===== config.mk =====
export PLATFORM = sky130hd
export DESIGN_NAME = systolic_sample_feeder
export DESIGN_NICKNAME = d
export VERILOG_FILES = /design/src/rtl/systolic_pkg.sv /design/src/rtl/sample_fifo.sv /design/src/rtl/systolic_sample_feeder.sv
export SDC_FILE = /design/constraint.sdc
export NUM_CORES = 1
export LEC_CHECK = 0
export BUFFER_PORTS_ARGS = -buffer_cell sky130_fd_sc_hd__buf_4
export CAP_MARGIN = 20
export CORE_MARGIN = 2
export CORE_UTILIZATION = 61
export DETAILED_ROUTE_END_ITERATION = 10
export PLACE_DENSITY = 0.91
export REMOVE_ABC_BUFFERS = 1
export SETUP_SLACK_MARGIN = 0.4
export SLEW_MARGIN = 20
export SYNTH_ARGS = -nofsm -noshare
export SYNTH_HDL_FRONTEND = slang
export SYNTH_SLANG_ARGS = --single-unit

===== constraint.sdc =====
create_clock -name clk30x -period 3.7 [get_ports clk30x]
set_input_delay 0.185 -clock clk30x [delete_from_list [all_inputs] [get_ports clk30x]]
set_output_delay 0.185 -clock clk30x [all_outputs]
set_load 0.05 [all_outputs]

===== src/rtl/systolic_pkg.sv =====
// rtl/systolic_pkg.sv - shared slot/frame constants for the systolic interpolator array
package systolic_pkg;

  localparam int WORDLENGTH      = 16;
  localparam int SLOT_CYCLES     = 30;
  localparam int WORDS_PER_FRAME = 8;

  // Counter width that never collapses to zero bits for degenerate sizes.
  function automatic int clog2_min1(input int value);
    return (value > 1) ? $clog2(value) : 1;
  endfunction

endpackage


===== src/rtl/sample_fifo.sv =====
// rtl/sample_fifo.sv - synchronous FIFO with wrap-bit pointers for the sample feeder
module sample_fifo #(
  parameter int WORDLENGTH = 16,
  parameter int FIFO_DEPTH = 4
) (
  input  logic                          clk30x,
  input  logic                          reset,
  input  logic                          push,
  input  logic                          pop,
  input  logic [WORDLENGTH-1:0]         din,
  output logic [WORDLENGTH-1:0]         dout,
  output logic                          full,
  output logic                          empty,
  output logic [$clog2(FIFO_DEPTH):0]   level
);

  localparam int AW = $clog2(FIFO_DEPTH);

  logic [AW:0]           wr_ptr;
  logic [AW:0]           rd_ptr;
  logic [WORDLENGTH-1:0] mem [FIFO_DEPTH];
  logic                  do_push;
  logic                  do_pop;

  // Same index with differing wrap bits means the writer has lapped the reader.
  assign full    = (wr_ptr[AW] != rd_ptr[AW]) && (wr_ptr[AW-1:0] == rd_ptr[AW-1:0]);
  assign empty   = (wr_ptr == rd_ptr);
  assign level   = wr_ptr - rd_ptr;
  assign dout    = mem[rd_ptr[AW-1:0]];
  assign do_push = push && !full;
  assign do_pop  = pop && !empty;

  always_ff @(posedge clk30x) begin
    if (reset) begin
      wr_ptr <= '0;
      rd_ptr <= '0;
    end else begin
      if (do_push) wr_ptr <= wr_ptr + 1'b1;
      if (do_pop)  rd_ptr <= rd_ptr + 1'b1;
    end
  end

  always_ff @(posedge clk30x) begin
    if (do_push) mem[wr_ptr[AW-1:0]] <= din;
  end

endmodule


===== src/rtl/systolic_sample_feeder.sv =====
// rtl/systolic_sample_feeder.sv - presents one buffered sample per slot to the first systolic PE
module systolic_sample_feeder
  import systolic_pkg::*;
#(
  parameter int WORDLENGTH      = systolic_pkg::WORDLENGTH,
  parameter int SLOT_CYCLES     = systolic_pkg::SLOT_CYCLES,
  parameter int WORDS_PER_FRAME = systolic_pkg::WORDS_PER_FRAME,
  parameter int FIFO_DEPTH      = 4,
  localparam int WIW            = clog2_min1(WORDS_PER_FRAME),
  localparam int LW             = $clog2(FIFO_DEPTH) + 1
) (
  input  logic                  clk30x,
  input  logic                  reset,
  input  logic [WORDLENGTH-1:0] in_word,
  input  logic                  in_valid,
  output logic                  in_ready,
  output logic [WORDLENGTH-1:0] outputword,
  output logic                  slot_start,
  output logic [WIW-1:0]        word_index,
  output logic                  frame_start,
  output logic                  underrun,
  output logic [LW-1:0]         fifo_level
);

  localparam int SCW = clog2_min1(SLOT_CYCLES);
  localparam logic [SCW-1:0] SLOT_LAST = SCW'(SLOT_CYCLES - 1);
  localparam logic [WIW-1:0] WORD_LAST = WIW'(WORDS_PER_FRAME - 1);

  logic [SCW-1:0]        slot_cnt;
  logic                  armed;
  logic                  boundary;
  logic                  fifo_full;
  logic                  fifo_empty;
  logic                  fifo_push;
  logic                  fifo_pop;
  logic [WORDLENGTH-1:0] fifo_dout;

  assign boundary    = (slot_cnt == SLOT_LAST);
  assign in_ready    = !fifo_full;
  assign fifo_push   = in_valid && in_ready;
  assign fifo_pop    = boundary && !fifo_empty;
  assign slot_start  = (slot_cnt == '0);
  assign frame_start = slot_start && (word_index == '0);

  sample_fifo #(
    .WORDLENGTH (WORDLENGTH),
    .FIFO_DEPTH (FIFO_DEPTH)
  ) u_fifo (
    .clk30x (clk30x),
    .reset  (reset),
    .push   (fifo_push),
    .pop    (fifo_pop),
    .din    (in_word),
    .dout   (fifo_dout),
    .full   (fifo_full),
    .empty  (fifo_empty),
    .level  (fifo_level)
  );

  // Reset parks the counters one cycle before wrap so the first live edge opens slot 0 of a frame.
  always_ff @(posedge clk30x) begin
    if (reset) begin
      slot_cnt   <= SLOT_LAST;
      word_index <= WORD_LAST;
      outputword <= '0;
      armed      <= 1'b0;
      underrun   <= 1'b0;
    end else if (boundary) begin
      slot_cnt   <= '0;
      word_index <= word_index + 1'b1;
      if (!fifo_empty) begin
        outputword <= fifo_dout;
        armed      <= 1'b1;
      end else begin
        outputword <= '0;
        if (armed) underrun <= 1'b1;
      end
    end else begin
      slot_cnt <= slot_cnt + 1'b1;
    end
  end

endmodule

==> metrics.md <==
| Metric | Value |
|---|---|
| Hold Vio Cnt, Final | `0` |
| Placed Area | `4173 sq um` |
| Horiz. Die Dim | `83.07 um` |
| Post-synth top flop | `edfxtp_1` |
| CTS sink count | `98` |
| Clk slew on worst S/H paths | `0.10 ns` |
| Syn avg cell area | `17.03 sq um` |
| Final WL | `6.606 mm` |
| PortBufs | `44` |
| Clk buf depth | `2` |
| Crit path max fanout | `21` |
| Asr flop ratio synth | `0%` |
| Sequential Area | `2604 sq um` |
| Cell total after placement | `around 330` |
| CP delay by family, top | `compound AO/OA/AOI/OAI gates` |
| Starting density of the core | `63.66%` |
| Crit. path cell count | `4` |
| Largest net degree at the start of global routing | `29` |
| Number of antenna violations at the first check in global routing | `0` |
| # fillers | `379` |
| Final Critical Period | `about 2.4 ns` |
| Crit path to | `outputword[13]` |
| Top cells by area, synth | `edfxtp_1 (50%), dfxtp_1 (18%), mux4_2 (9.4%)` |
| Clock root cell | `clkbuf_8` |
| Vias post-DR | `between 2000 and 2500` |
| FF-to-FF Start | `slot_cnt[0]` |
| Maximum VDD drop | `448.0 uV` |
| Top cells by count, synth | `edfxtp_1 (64), dfxtp_1 (34), a32o_1 (16), mux4_2 (16), ha_1 (12)` |
| Count of cell types in the netlist | `43` |
| Worst EP arrival | `approximately 2.7 ns` |
| Final Skew | `~0.0063 ns` |
| TritonCTS clock tree | `yes` |
| Worst min path class | `input port to flop` |
| Static Leak | `1.570 nW` |
| Num CTS Buffers | `9` |
| DRT Pass-1 Iters | `4` |
| Max Cap Violations | `0` |
| Iteration-0 DRC Markers | `93` |
| Reg2reg path depth | `4` |
| Final slew viol count | `0` |
| # nets final | `299` |
| GP Congestion | `0.7975` |
| Boundary Pins | `45` |
| Post-synth EDFFs | `64` |
| DR WL/cell | `19.04 um` |
| Met2 usage | `between 30% and 40%` |
| Final setup fails | `0` |
| Worst flop-to-flop path endpoint | `outputword[13]` |
| FF+latch count, synth | `98` |
| Grt met3 use | `6.163%` |
| Remaining antenna violation count after routing | `0` |
| Max frequency | `0.4169 GHz` |
| Ys Warns | `0` |
| Register area share after synthesis | `between 60% and 70%` |
| Gr usage total | `20.00%` |
| Met1 usage | `25.11%` |
| Final cell count without fillers | `~350` |
| Share of layout cells above drive strength 1 | `30.88%` |
| Worst skew pair latency | `0.36 ns` |
| Diode count | `0` |
| Critical-path top delay cell | `a211oi_4` |
| WS Path Type | `flop to flop` |
| Die area | `6901 sq um` |
| # Post-CTS Setup Buffers | `0` |
| Worst path bufs/invs | `0` |
| First-pass GRT wire length | `about 11 mm` |
| Reg2Reg Setup Slack | `~1.3 ns` |
| Rows | `28` |
| Setup crit start | `slot_cnt[0]` |
| Critical path cell sequence | `ha_1, nand4_2, a211oi_4, a32o_1` |
| Cts hold-fix bufs | `0` |
| Outcome | `finished clean` |
| Fin crit share | `64.82%` |
| DRC Markers | `0` |
| Vias in the first global route | `approximately 2200` |
| Area growth, synth to finish | `14.11%` |
| Worst slew pin tran | `0.8993 ns` |
| Multi-input logic area | `1101 sq um` |
| Core area | `around 6000 sq um` |
| Synth top area share | `50.39%` |
| H-tree lvl count | `3` |
| Slew HR | `40.04%` |
| Post-Syn Instances | `224` |
| Remaining global-route overflow | `0` |
| Final HPWL DP | `a little over 4 mm` |
| Vias/cell | `6.078` |
| Synthesized area | `3814 sq um` |
| Setup TNS | `0 ns` |
| Post-route cell area | `4352 sq um` |
| Critical path's largest stage delay | `0.91 ns` |
| Startpoint types | `flop` |
| CP Capture Type | `flop` |
| Chip height | `83.07 um` |
| RSZ-0062 raised after global routing | `false` |
| GRT Max-Usage Layer | `met2` |
| PD cells | `around 650 nW/um^2` |
| Post-CTS sizing | `0` |
| WP data required | `4.00 ns` |
| Leading area contributor after synthesis | `edfxtp_1` |
| Cell with the most instances after synthesis | `edfxtp_1` |
-- metal layers --
metal	vias to the layer above	share of wire (%)
met5	-	0
met4	0	2.2
met3	13	5.7
met2	67	50
met1	1065	42
li1	964	-
-- final cells by class --
class,instances,share of cell area (%)
Sequential cell,98,59.83
Clock buffer,10,2.933
Tap cell,75,2.156
Inverter,12,1.035
Timing Repair Buffer,44,7.591
Multi-Input combinational cell,102,25.30
Clock inverter,6,1.150
-- how the worst min path moves through the flow --
| stage | slack, ns | endpoint | depth (start not counted) | from |
|---|---|---|---|---|
| floorplan | 0.26 | underrun | 1 | reset |
| global placement | 0.39 | u_fifo.mem[3][11] | 1 | in_word[11] |
| detailed placement | 0.39 | u_fifo.mem[1][11] | 1 | in_word[11] |
| CTS | 0.002 | u_fifo.mem[3][4] | 1 | in_word[4] |
| global route | 0.003 | u_fifo.mem[0][7] | 1 | in_word[7] |
| finish | 0.01 | u_fifo.mem[2][0] | 1 | in_word[0] |
-- sequential cells by signal (all words and copies together), names as in the netlist, named ones only --
register / count
u_fifo.mem: 64
outputword: 16
slot_cnt: 5
u_fifo.rd_ptr: 3
u_fifo.wr_ptr: 3
word_index: 3
armed: 1
underrun: 1
-- placed cells by master (no fill, tap or decap), drive strengths merged, types with 2 or more instances in the layout --
master and instances:
ha 12, dfxtp 34, nand3 2, a32o 16, mux4 16, clkinvlp 4, mux2 4, nor2 5
inv 14, buf 44, a211oi 2, o21a 2, and2 5, and3 2, clkbuf 10, edfxtp 64
nand2 6, xnor2 3, nor2b 2, a21oi 2, o21ai 6
-- power by group --
group	switching [mW]	internal (mW)
Clock	0.377	0.251
Combinational	0.477	0.299
Sequential	0.123	1.29
-- cells by family after synthesis --
family          share of synthesized area (%)
compound gates                          8.137
xor+xnor                                1.116
fa+ha+maj                               4.462
buf+inv                                 2.887
flops                                   68.24
mux                                     10.89
simple gates                            4.265
-- through the flow --
| stage | power [mW] | hold slack (ns) | worst slack, ns | utilization (%) |
|---|---|---|---|---|
| floorplan | 1.976 | 0.2574 | 0.7042 | - |
| detailed placement | 2.217 | 0.3875 | 1.287 | 69.65 |
| CTS | 2.842 | 0.002378 | 1.243 | 72.62 |
| global placement | 2.189 | 0.3852 | 1.338 | 69.65 |
| finish | 2.817 | 0.01426 | 1.302 | 72.64 |
| global route | 2.950 | 0.002755 | 1.111 | 72.64 |
Note: power is estimated with default switching activity, not from simulation.
